===== config.mk =====
export PLATFORM = sky130hd
export DESIGN_NAME = cv32e40p_shadow_spill_flat
export DESIGN_NICKNAME = d
export VERILOG_FILES = /design/src/rtl/cv32e40p_shadow_spill_if.sv /design/src/rtl/cv32e40p_shadow_spill.sv /design/src/flat_wrapper.sv
export SDC_FILE = /design/constraint.sdc
export NUM_CORES = 1
export LEC_CHECK = 0
export BUFFER_PORTS_ARGS = -buffer_cell sky130_fd_sc_hd__buf_2
export CAP_MARGIN = 40
export CORE_ASPECT_RATIO = 0.7
export CORE_MARGIN = 5
export CORE_UTILIZATION = 42
export DETAILED_ROUTE_END_ITERATION = 10
export MAX_ROUTING_LAYER = met4
export PLACE_DENSITY = 0.85
export SLEW_MARGIN = 5
export SYNTH_ARGS = -nofsm -noshare
export SYNTH_HDL_FRONTEND = slang
export SYNTH_SLANG_ARGS = --single-unit

===== constraint.sdc =====
create_clock -name clk -period 2.28 [get_ports clk]
set_input_delay 0.456 -clock clk [delete_from_list [all_inputs] [get_ports clk]]
set_output_delay 0.456 -clock clk [all_outputs]
set_load 0.005 [all_outputs]

===== src/rtl/cv32e40p_shadow_spill_if.sv =====
// OBI-style data write port used to spill shadow registers to the interrupt stack frame.
// The spill sequencer drives the master side; the data memory side is the slave.
interface cv32e40p_shadow_spill_if #(
    parameter int DATA_WIDTH = 32
);
    logic                  data_req_o;
    logic                  data_gnt_i;
    logic [31:0]           data_addr_o;
    logic                  data_we_o;
    logic [3:0]            data_be_o;
    logic [DATA_WIDTH-1:0] data_wdata_o;
    logic                  data_rvalid_i;

    modport master (
        output data_req_o, data_addr_o, data_we_o, data_be_o, data_wdata_o,
        input  data_gnt_i, data_rvalid_i
    );

    modport slave (
        input  data_req_o, data_addr_o, data_we_o, data_be_o, data_wdata_o,
        output data_gnt_i, data_rvalid_i
    );
endinterface


===== src/rtl/cv32e40p_shadow_spill.sv =====
// Spills captured caller-save shadow words to the interrupt stack frame at sp + 4*k.
// Optional macro CV32E40P_SHADOW_SPILL_PIPE_EN allows two outstanding stores instead of one.
module cv32e40p_shadow_spill #(
    parameter int NUM_WORDS_SHADOW = 16,
    parameter int ADDR_WIDTH       = 5,
    parameter int DATA_WIDTH       = 32
) (
    input  logic                    clk,
    input  logic                    rst_n,
    input  logic                    start_i,
    input  logic [DATA_WIDTH-1:0]   sp_i,
    output logic [ADDR_WIDTH-1:0]   shadow_raddr_o,
    input  logic [DATA_WIDTH-1:0]   shadow_rdata_i,
    cv32e40p_shadow_spill_if.master data,
    output logic                    busy_o,
    output logic                    done_o
);

    localparam int            KW     = $clog2(NUM_WORDS_SHADOW) + 1;
    localparam logic [KW-1:0] K_LAST = KW'(NUM_WORDS_SHADOW);

    localparam logic [1:0] IDLE = 2'd0;
    localparam logic [1:0] REQ  = 2'd1;
    localparam logic [1:0] WAIT = 2'd2;
    localparam logic [1:0] DONE = 2'd3;

    logic [1:0]            state_q, state_d;
    logic [DATA_WIDTH-1:0] base_q;
    logic [KW-1:0]         k_q;
    logic [1:0]            outst_q, outst_d;
    logic                  req;
    logic                  acc;
    logic                  rsp;

    assign acc = req & data.data_gnt_i;
    // A response with nothing outstanding is dropped so the counter never underflows.
    assign rsp = data.data_rvalid_i & (outst_q != 2'd0);

`ifdef CV32E40P_SHADOW_SPILL_PIPE_EN
    assign req = (state_q == REQ) && (k_q < K_LAST) && (outst_q != 2'd2);
`else
    assign req = (state_q == REQ);
`endif

    always_comb begin
        outst_d = outst_q;
        if (acc && !rsp) begin
            outst_d = outst_q + 2'd1;
        end else if (!acc && rsp) begin
            outst_d = outst_q - 2'd1;
        end
    end

    always_comb begin
        state_d = state_q;
        case (state_q)
            IDLE: if (start_i) state_d = REQ;
`ifdef CV32E40P_SHADOW_SPILL_PIPE_EN
            // Requests and responses overlap; finish once every word is issued and acknowledged.
            REQ:  if ((k_q == K_LAST) && (outst_d == 2'd0)) state_d = DONE;
            WAIT: state_d = REQ;
`else
            REQ:  if (acc) state_d = WAIT;
            WAIT: if (rsp) state_d = (k_q == K_LAST) ? DONE : REQ;
`endif
            DONE: state_d = IDLE;
            default: state_d = IDLE;
        endcase
    end

    always_ff @(posedge clk) begin
        if (!rst_n) begin
            state_q <= IDLE;
            base_q  <= '0;
            k_q     <= '0;
            outst_q <= 2'd0;
        end else begin
            state_q <= state_d;
            outst_q <= outst_d;
            if ((state_q == IDLE) && start_i) begin
                base_q <= sp_i;
                k_q    <= '0;
            end else if (acc) begin
                k_q <= k_q + KW'(1);
            end
        end
    end

    // Word k lands at base + 4*k so shadow word 0 (ra) sits at the lowest frame address.
    assign data.data_req_o   = req;
    assign data.data_we_o    = req;
    assign data.data_be_o    = {4{req}};
    assign data.data_addr_o  = req ? (base_q + {30'(k_q), 2'b00}) : '0;
    assign data.data_wdata_o = req ? shadow_rdata_i : '0;
    assign shadow_raddr_o    = req ? ADDR_WIDTH'(k_q) : '0;

    assign busy_o = (state_q != IDLE);
    assign done_o = (state_q == DONE);

`ifndef SYNTHESIS
    always_ff @(posedge clk) begin
        if (rst_n && data.data_rvalid_i) begin
            assert (outst_q != 2'd0);
        end
    end
`endif

endmodule


===== src/flat_wrapper.sv =====
// flat-port wrapper written by rule: the top's interface ports become plain ports
module cv32e40p_shadow_spill_flat 
#(
    parameter int NUM_WORDS_SHADOW = 16,
    parameter int ADDR_WIDTH       = 5,
    parameter int DATA_WIDTH       = 32
)
  (clk, rst_n, start_i, sp_i, shadow_raddr_o, shadow_rdata_i, busy_o, done_o, data_data_req_o, data_data_addr_o, data_data_we_o, data_data_be_o, data_data_wdata_o, data_data_gnt_i, data_data_rvalid_i);
  cv32e40p_shadow_spill_if #(.DATA_WIDTH(DATA_WIDTH)) data_i ();
  input  logic clk;
  input  logic rst_n;
  input  logic start_i;
  input  logic [DATA_WIDTH-1:0] sp_i;
  output logic [ADDR_WIDTH-1:0] shadow_raddr_o;
  input  logic [DATA_WIDTH-1:0] shadow_rdata_i;
  output logic busy_o;
  output logic done_o;
  output wire logic [$bits(data_i.data_req_o)-1:0] data_data_req_o;
  output wire logic [$bits(data_i.data_addr_o)-1:0] data_data_addr_o;
  output wire logic [$bits(data_i.data_we_o)-1:0] data_data_we_o;
  output wire logic [$bits(data_i.data_be_o)-1:0] data_data_be_o;
  output wire logic [$bits(data_i.data_wdata_o)-1:0] data_data_wdata_o;
  input wire logic [$bits(data_i.data_gnt_i)-1:0] data_data_gnt_i;
  input wire logic [$bits(data_i.data_rvalid_i)-1:0] data_data_rvalid_i;
  assign data_data_req_o = data_i.data_req_o;
  assign data_data_addr_o = data_i.data_addr_o;
  assign data_data_we_o = data_i.data_we_o;
  assign data_data_be_o = data_i.data_be_o;
  assign data_data_wdata_o = data_i.data_wdata_o;
  assign data_i.data_gnt_i = data_data_gnt_i;
  assign data_i.data_rvalid_i = data_data_rvalid_i;
  cv32e40p_shadow_spill #(.NUM_WORDS_SHADOW(NUM_WORDS_SHADOW), .ADDR_WIDTH(ADDR_WIDTH), .DATA_WIDTH(DATA_WIDTH)) u_core (.clk(clk), .rst_n(rst_n), .start_i(start_i), .sp_i(sp_i), .shadow_raddr_o(shadow_raddr_o), .shadow_rdata_i(shadow_rdata_i), .data(data_i), .busy_o(busy_o), .done_o(done_o));
endmodule

==> out/summary.txt, run 1 <==
grt ovf - 0
# rows - 25
post-route design area - 4220 um2
slowest CP cell - dfxtp_4
Worst-Skew Late Latency - 0.29 ns
WL per Instance - 14.9 um
hold wc startpoint - sp_i[3]
routability cong. - 0.922
prevailing post-synth register cell - dfxtp_1
WP data arrival - 2.39 ns
asr flop ratio synth - 0%
Req. time, crit path - 1.82 ns
initial antenna violation count - 0
skew final - 0.00575 ns
hold_buf cts - 0
Hold/Removal Path Class - input pin to flop
Area Overhead vs Synth - 48.2%
max_cap viols - 0
via count - 3,311
CTS root buf - clkbuf_8
ant diodes - 0
RR Startpoint - u_core.state_q[1]$_SDFFE_PN0P_
outcome - finished, violations left
adder-cell area share of the yosys netlist - 4.22%
Netlist cell types - 50
post-route setup slack - -0.571 ns
vias in the first global route - 3,359
final period utilization - 125%
VDD IR-drop max - 0.318 mV
clock tree buffer depth - 2
share of cells above drive strength 1 - 43.0%
Final HPWL DP - 7320 um
simple logic cell fraction of the synthesized area - 35.8%
Leak - 2.02 nW
syn_nets - 464
RSZ-0062 raised after global routing - yes
Post-Place Worst Slack - -0.335 ns
Filler cells - 593
post-route ant nets - 0
DIE WIDTH - 108 um
# setup viols final - 26
CTS buffer count - 5
Layout Nets - 631
initial DRC count - 208
Initial Utilization - 42.7%
Worst setup EP type - primary output
vias per inst - 5.11
Clock Sinks - 41
pin count of the biggest net entering global routing - 45
fmax - 351 MHz
Slew Viols, Final - 0
cells along the critical path - ha_4, inv_2, fa_2, nor2b_2, o31a_1, buf_6, o2111ai_4, or3_4, a21oi_2, buf_2
Multi-input gate area - 2040 um2
minimum clock period - 2.85 ns
PD cells - 442 nW/um2
sequential cell area - 832 um2
failing checks - setup timing
fin util - 63.3%
sequential cell area fraction in the yosys report - 28.8%
die area - 8550 um2
largest family of logic cells by synthesized area - simple AND/OR/NAND/NOR gates
Total Routed Length - 9630 um
chip height - 78.9 um
YS warnings - 0
Syn Inst Count - 386
Pre-antenna DRT Iters - 5
Critical Path Start - u_core.k_q[0]$_SDFFE_PP0P_
CTS tree - yes
max_slew headroom - 69.4%
Total GRT Usage - 22.9%
Synth Area in XOR/XNOR - 5.23%
Compound-Gate Fraction of Synth Area - 19.8%
Buf/Inv on CP - 3
worst slew pin tran - 0.458 ns
Avg Cell Area, Syn - 7.37 um2
CP delay by family, top - simple AND/OR/NAND/NOR gates
WS Path Type - flop to primary output
Ports - 146
number of flops mapped to enable cells by yosys - 0
global-route wire length before repair - 15,600 um
Final Hold Fails - 0
Critical Path Max Stage Delay - 0.37 ns
post-synthesis mux area share - 0.352%
post-synth design cell area - 2850 um2
crit start category - flop
H-tree levels - 2
CP Max Fanout - 4
hold slack - 0.389 ns
Core Region - 6660 um2
Synth Register Bits - 41
DRC Markers - 0
IO buf count - 145
Reg clk slew, reported paths - 0.08 ns
setup TNS - -8.50 ns
placed cell area - 3890 um2
## Yosys cell counts (2+ instances only)
cell | instances | share of area, %
or3_1 | 9 | 2.0
o21a_1 | 2 | 0.53
a21oi_1 | 14 | 2.5
nand3_1 | 9 | 1.6
nand4_1 | 5 | 1.1
and2_1 | 43 | 9.5
a21boi_0 | 18 | 4.7
o2111ai_1 | 3 | 0.92
nor2b_1 | 2 | 0.44
dfxtp_1 | 41 | 29
buf_4 | 5 | 1.3
nor2_1 | 30 | 4.0
a21boi_1 | 15 | 4.0
xor2_1 | 12 | 3.7
ha_1 | 8 | 3.5
o211ai_1 | 3 | 0.79
o21ai_0 | 11 | 1.9
a211oi_1 | 3 | 0.79
o21ai_1 | 4 | 0.70
nand2_1 | 80 | 11
xnor2_1 | 5 | 1.5
clkbuf_1 | 20 | 2.6
buf_2 | 2 | 0.35
nor4_4 | 2 | 1.5
a31o_1 | 2 | 0.62
and3_1 | 2 | 0.44
nor4_2 | 2 | 0.88
nor3_1 | 3 | 0.53
inv_1 | 10 | 1.3
## final cells by class
cell class,count,area share (%)
sequential,41,19.7
clock inverter,1,0.119
multi-input combinational,307,48.5
inverter,10,0.890
clock buffer,7,2.28
timing repair buffer,188,25.7
tap,94,2.79
## power breakdown
part	leakage (nW)	switching (mW)	total (mW)	internal, mW
registers	0.339	0.0583	0.834	0.776
logic	1.62	0.264	0.503	0.239
clock network	0.0542	0.252	0.526	0.274
total	2.02	0.574	1.86	1.29
## routing by layer
metal	global-route usage (%)	wire [um]
met1	28.2	4030
met2	40.1	4850
met3	3.90	673
met4	3.91	75
met5	-	0
## stage by stage
step           total power, mW  cells
2_1_floorplan             1.12    386
4_1_cts                   1.87    645
6_report                  1.86    648
5_1_grt                   1.98    648
3_5_place_dp              1.33    633
3_3_place_gp              1.31    633
## final timing paths
kind	slack [ns]	cells past startpoint	to
worst max-delay path	-0.57	10	data_data_addr_o[28]
worst min-delay path	0.39	3	u_core.base_q[3]$_SDFFE_PN0P_
worst max register to register	0.44	7	u_core.outst_q[1]$_SDFFE_PN0P_
worst min register to register	0.46	2	u_core.base_q[0]$_SDFFE_PN0P_
## flip-flops by register name (all words and copies together) (netlist names)
signal and cells:
u_core.base_q 32, u_core.outst_q 2, u_core.k_q 5, u_core.state_q 2
## worst reg2reg max path: stages, from the launching register on
cell and delay (ns):
dfxtp_1 0.34, inv_1 0.10, nand2_1 0.08, inv_1 0.09, and2_1 0.30, ha_1 0.32, or3_1 0.38, a21boi_0 0.17
## what timing repair did
item / CTS / global route
endpoints found under the setup margin: 27 / 26
buffers inserted: 4 / 4
pin swaps: 24 / 20
gates resized for setup: 28 / 11
## layout by cell type, fill, tap and decap left out, drive strengths merged, types with 2 or more instances in the layout
master and n:
o21ai 15, nor2b 2, a31o 2, or2 2, or3 9, nand4 7, xnor2 5, nand3 10
buf 188, a211oi 3, nor2 30, xor2 12, a21boi 33, inv 10, o211ai 4, and2 43
nor3 3, o21a 2, nor4 4, dfxtp 41, ha 8, clkbuf 7, and3 3, nand2 80
o2111ai 3, a21oi 14
## kinds of logic (layout without fill, tap and decap cells)
| kind of cell | Yosys count | in the layout |
|---|---|---|
| simple gates | 197 | 197 |
| compound gates | 83 | 83 |
| flops | 41 | 41 |
| buf+inv | 38 | 206 |
| xor+xnor | 17 | 17 |
| fa+ha+maj | 9 | 9 |
| mux | 1 | 1 |
(Power assumes the default switching activity.)
==> run 2, diff against run 1 <==
--- a/config.mk
+++ b/config.mk
@@ -13,6 +13,7 @@
 export DETAILED_ROUTE_END_ITERATION = 10
 export MAX_ROUTING_LAYER = met4
 export PLACE_DENSITY = 0.85
+export SETUP_SLACK_MARGIN = 0.05
 export SLEW_MARGIN = 5
 export SYNTH_ARGS = -nofsm -noshare
 export SYNTH_HDL_FRONTEND = slang
==> run 2 against run 1 <==
The flow still finishes with violations (setup timing). Final area increased by 2.0%. Power decreased by 1.1%. Count of clock-buffer cells in the layout shrank 1. Register-to-register slack got worse by 0.02 ns. Wire length up 3.6%. Maximum frequency decreased by 2.0%. Clock skew up 0.0030 ns. Critical path depth fell by 1. Via count up 0.91%. Worst setup slack worse by 0.058 ns. Combinational power is 3% higher. Critical path type unchanged.
==> out/summary.txt, run 2 (same netlist as run 1, synthesis figures left out) <==
global-route wire length before repair - 15,100 um
initial antenna violation count - 0
routability cong. - 0.924
post-route ant nets - 0
CTS root buf - clkbuf_8
CP Max Fanout - 5
Largest regs - u_core.base_q: 32 flops, u_core.k_q: 5 flops
Worst-Skew Late Latency - 0.30 ns
H-tree levels - 2
max reg flops - 32
Buf/Inv on CP - 2
Pint - 1.24 mW
placed cell count - 636
CTS tree - yes
grt ovf - 0
post-route setup slack - -0.629 ns
Core Region - 6660 um2
Reg clk slew, reported paths - 0.09 ns
Total Routed Length - 9980 um
IO buf count - 145
Sw Ratio - 32.8%
Multi-input gate area - 2080 um2
Req. time, crit path - 1.82 ns
P_sw - 604 uW
register with the most flip-flops - u_core.base_q
cells along the critical path - ha_4, inv_2, fa_2, nor2b_2, o31a_1, o211ai_2, or3_1, a21oi_2, buf_2
Total GRT Usage - 22.3%
Pre-antenna DRT Iters - 5
VDD IR-drop max - 0.268 mV
Filler cells - 551
worst slew pin tran - 0.596 ns
PD cells - 428 nW/um2
combinational share of power - 28.1%
sequential cell area - 831 um2
via count - 3,341
highest-count cells in the layout ignoring fill and taps - buf_2, nand2_1, and2_1
Layout Nets - 638
vias per inst - 5.10
crit start category - flop
share of cells above drive strength 1 - 43.9%
initial DRC count - 236
Clk pwr share - 26.7%
Post-Layout Cell Count - 655
fmax - 344 MHz
Worst setup EP type - primary output
failing checks - setup timing
CP delay by family, top - simple AND/OR/NAND/NOR gates
Hold/Removal Path Class - input pin to flop
# rows - 25
minimum clock period - 2.91 ns
slowest CP cell - or3_1
outcome - finished, violations left
DIE WIDTH - 108 um
Final HPWL DP - 7170 um
# setup viols final - 26
CTS buffer count - 5
WL per Instance - 15.2 um
max_slew headroom - 60.3%
fin util - 64.5%
DRC Markers - 0
Critical Path Start - u_core.k_q[0]$_SDFFE_PP0P_
Flop pwr share - 45.2%
clock tree buffer depth - 2
WP data arrival - 2.45 ns
hold_buf cts - 0
max_cap viols - 0
pin count of the biggest net entering global routing - 38
final period utilization - 128%
Critical Path Max Stage Delay - 0.43 ns
Clock Sinks - 41
skew final - 0.00872 ns
setup TNS - -10.76 ns
Post-Place Worst Slack - -0.369 ns
RSZ-0062 raised after global routing - yes
vias in the first global route - 3,257
Leak - 2.03 nW
Final Hold Fails - 0
RR Startpoint - u_core.state_q[1]$_SDFFE_PN0P_
commonest non-fill, non-tap cell in the layout - buf_2
Initial Utilization - 42.7%
WS Path Type - flop to primary output
Slew Viols, Final - 0
Ports - 146
ant diodes - 0
Area Overhead vs Synth - 51.1%
hold wc startpoint - sp_i[27]
chip height - 78.9 um
die area - 8550 um2
R2R Setup Slk - 0.42 ns
-- run 2: cell types whose count changed in the layout (fill, tap and decap cells not counted), moves of 2 or more --
cell | previous run | this run
buf_6 | 6 | 8
clkinvlp_4 | 0 | 2
clkbuf_8 | 7 | 5
buf_4 | 36 | 41
o21ai_0 | 11 | 9
-- run 2: layout make-up --
class | instances | area share, %
Tap cell | 94 | 2.74
Inverter | 10 | 0.873
Timing Repair Buffer | 195 | 26.6
Clock inverter | 2 | 0.349
Sequential cell | 41 | 19.3
Clock buffer | 6 | 1.69
Multi-Input combinational cell | 307 | 48.4
-- run 2: final timing paths --
kind / to / depth (start not counted)
worst max-delay path: data_data_addr_o[20] / 9
worst min-delay path: u_core.base_q[27]$_SDFFE_PN0P_ / 3
worst max register to register: u_core.outst_q[1]$_SDFFE_PN0P_ / 7
worst min register to register: u_core.base_q[12]$_SDFFE_PN0P_ / 2
-- run 2: per-stage QoR --
step / total power, mW / hold slack, ns / instance area [um2]
floorplan: 1.12 / 0.430 / 2900
global placement: 1.31 / 0.438 / 3920
detailed placement: 1.34 / 0.451 / 3920
CTS: 1.82 / 0.371 / 4100
global route: 1.95 / 0.368 / 4300
finish: 1.84 / 0.376 / 4300
-- run 2: repair_timing --
| item | 4_1_cts | 5_1_grt |
|---|---|---|
| setup endpoints to repair | 27 | 27 |
| pin swaps | 14 | 24 |
| buffers inserted | 5 | 8 |
| resized for setup | 16 | 27 |
-- run 2: worst register-to-register path, stage by stage, from the launching register on --
cell and delay, ns:
dfxtp_1 0.39, inv_1 0.09, nand2_1 0.10, inv_1 0.07
and2_1 0.25, ha_1 0.37, or3_1 0.38, a21boi_0 0.16
-- run 2: power by group through the flow --
stage          Clock (mW)  Combinational [mW]  Sequential [mW]
2_1_floorplan           0               0.277            0.841
6_report            0.492               0.517            0.832
4_1_cts             0.497               0.501            0.827
3_3_place_gp            0               0.474            0.838
5_1_grt             0.533               0.576            0.838
3_5_place_dp            0               0.494            0.843
-- run 2: layer usage --
layer  GRT usage, %  wire [um]
met1           28.0       4260
met5              -          0
met2           38.1       4900
met3           3.01        700
met4           5.80        125
==> run 3, diff against run 2 <==
==> constraint.sdc (replaced) <==
create_clock -name clk -period 2.45 [get_ports clk]
set_input_delay 0.49 -clock clk [delete_from_list [all_inputs] [get_ports clk]]
set_output_delay 0.49 -clock clk [all_outputs]
set_load 0.005 [all_outputs]
==> run 3 against run 2 <==
The flow still finishes with violations (setup timing). Register-to-register slack worse by 0.04 ns. Sequential power shrank 6.5%. Critical path depth increased by 2. Clock power shrank 3%. First-iteration DRC count is 16% lower. Power is 6.6% lower. Critical path type unchanged. Highest routed layer unchanged.
==> out/summary.txt, run 3 (same netlist as run 1, synthesis figures left out) <==
vias in the first global route - 3,289
highest-count cells in the layout ignoring fill and taps - buf_2, nand2_1, and2_1
ant diodes - 0
Flop pwr share - 45.3%
Clock Sinks - 41
Final Hold Fails - 0
Slew Viols, Final - 0
Layout Nets - 624
PD cells - 408 nW/um2
Total GRT Usage - 23.1%
initial DRC count - 199
Pint - 1.15 mW
worst slew pin tran - 0.574 ns
Core Region - 6660 um2
hold_buf cts - 0
commonest non-fill, non-tap cell in the layout - buf_2
cells along the critical path - ha_4, inv_2, fa_2, nor2b_4, o31a_1, buf_6, o211ai_4, buf_6, o21ai_0, a21oi_2, buf_2
P_sw - 574 uW
minimum clock period - 2.82 ns
Req. time, crit path - 1.96 ns
CTS root buf - clkbuf_8
outcome - finished, violations left
Clk pwr share - 27.7%
Critical Path Max Stage Delay - 0.37 ns
chip height - 78.9 um
Sw Ratio - 33.4%
IO buf count - 145
initial antenna violation count - 0
Power, Total - 1.72 mW
WP data arrival - 2.33 ns
WL per Instance - 15.4 um
placed cell count - 624
setup TNS - -5.46 ns
vias per inst - 5.16
Hold/Removal Path Class - input pin to flop
via count - 3,306
Final HPWL DP - 7170 um
WS Path Type - flop to primary output
pin count of the biggest net entering global routing - 45
hold slack - 0.402 ns
Worst-Skew Late Latency - 0.31 ns
clock tree buffer depth - 2
skew final - 0.0149 ns
slowest CP cell - dfxtp_4
DIE WIDTH - 108 um
Initial Utilization - 42.7%
failing checks - setup timing
CP Max Fanout - 5
depth of the most critical reg-to-reg path - 7
DRC Markers - 0
H-tree levels - 2
post-route ant nets - 0
Largest regs - u_core.base_q: 32 flops, u_core.k_q: 5 flops
# setup viols final - 26
# rows - 25
CTS buffer count - 5
Worst setup EP type - primary output
Area Overhead vs Synth - 48.1%
Leak - 1.97 nW
Total Routed Length - 9870 um
Ports - 146
Pre-antenna DRT Iters - 4
combinational share of power - 27.1%
Reg clk slew, reported paths - 0.09 ns
register with the most flip-flops - u_core.base_q
CTS tree - yes
grt ovf - 0
cell mode on critical path - buf_6
post-route setup slack - -0.372 ns
max_cap viols - 0
routability cong. - 0.975
max_slew headroom - 61.8%
share of cells above drive strength 1 - 44.2%
max reg flops - 32
fmax - 354 MHz
fin util - 63.2%
Post-Layout Cell Count - 641
crit start category - flop
VDD IR-drop max - 0.335 mV
Filler cells - 571
die area - 8550 um2
RSZ-0062 raised after global routing - yes
Hold Path Stages - 3
global-route wire length before repair - 15,400 um
final period utilization - 115%
-- run 3: cell type report --
| type | instances | area [um2] | area share (%) |
|---|---|---|---|
| Inverter | 10 | 37.5 | 0.891 |
| Clock inverter | 3 | 25.0 | 0.594 |
| Tap cell | 94 | 118 | 2.79 |
| Sequential cell | 41 | 860 | 20.4 |
| Timing Repair Buffer | 181 | 1030 | 24.6 |
| Clock buffer | 5 | 68.8 | 1.63 |
| Multi-Input combinational cell | 307 | 2070 | 49.1 |
-- run 3: critical path: cells and delay by family, from the launching register on --
family	cells	cell delay (ns)
AOI/OAI and AO/OA	4	0.58
buffers and inverters	4	0.44
and+or+nand+nor	1	0.14
DFF	1	0.37
adders and majority gates	2	0.49
-- run 3: final timing paths --
kind | slack, ns | to | startpoint
min reg2reg | 0.47 | u_core.base_q[12]$_SDFFE_PN0P_ | u_core.base_q[12]$_SDFFE_PN0P_
min | 0.40 | u_core.base_q[27]$_SDFFE_PN0P_ | sp_i[27]
max reg2reg | 0.38 | u_core.outst_q[1]$_SDFFE_PN0P_ | u_core.state_q[1]$_SDFFE_PN0P_
max | -0.37 | data_data_addr_o[24] | u_core.k_q[0]$_SDFFE_PP0P_
-- run 3: through the flow --
step / area, um2 / setup slack [ns]
2_1_floorplan: 2890 / 0.0594
3_3_place_gp: 3820 / -0.123
3_5_place_dp: 3820 / -0.156
4_1_cts: 4130 / -0.348
5_1_grt: 4210 / -0.502
6_report: 4210 / -0.372
-- run 3: what timing repair did --
item	CTS	global route
endpoints found under the hold margin	0	0
pin swaps	22	18
buffers inserted	6	6
gates resized for setup	44	21
setup endpoints to repair	26	26
-- run 3: power groups by stage --
stage	clock network [mW]	registers [mW]	logic (mW)
after floorplan	0	0.782	0.258
after global placement	0	0.782	0.425
after detailed placement	0	0.787	0.444
after CTS	0.483	0.777	0.456
after global routing	0.509	0.787	0.517
final	0.476	0.778	0.465
-- run 3: metal layers --
metal | GRT usage (%) | wire, um | up-vias | share of wire, %
li1 | - | - | 1615 | -
met1 | 26.5 | 3990 | 1519 | 40
met2 | 40.8 | 4930 | 154 | 50
met3 | 5.12 | 778 | 18 | 7.9
met4 | 6.18 | 174 | 0 | 1.8
met5 | - | 0 | - | 0
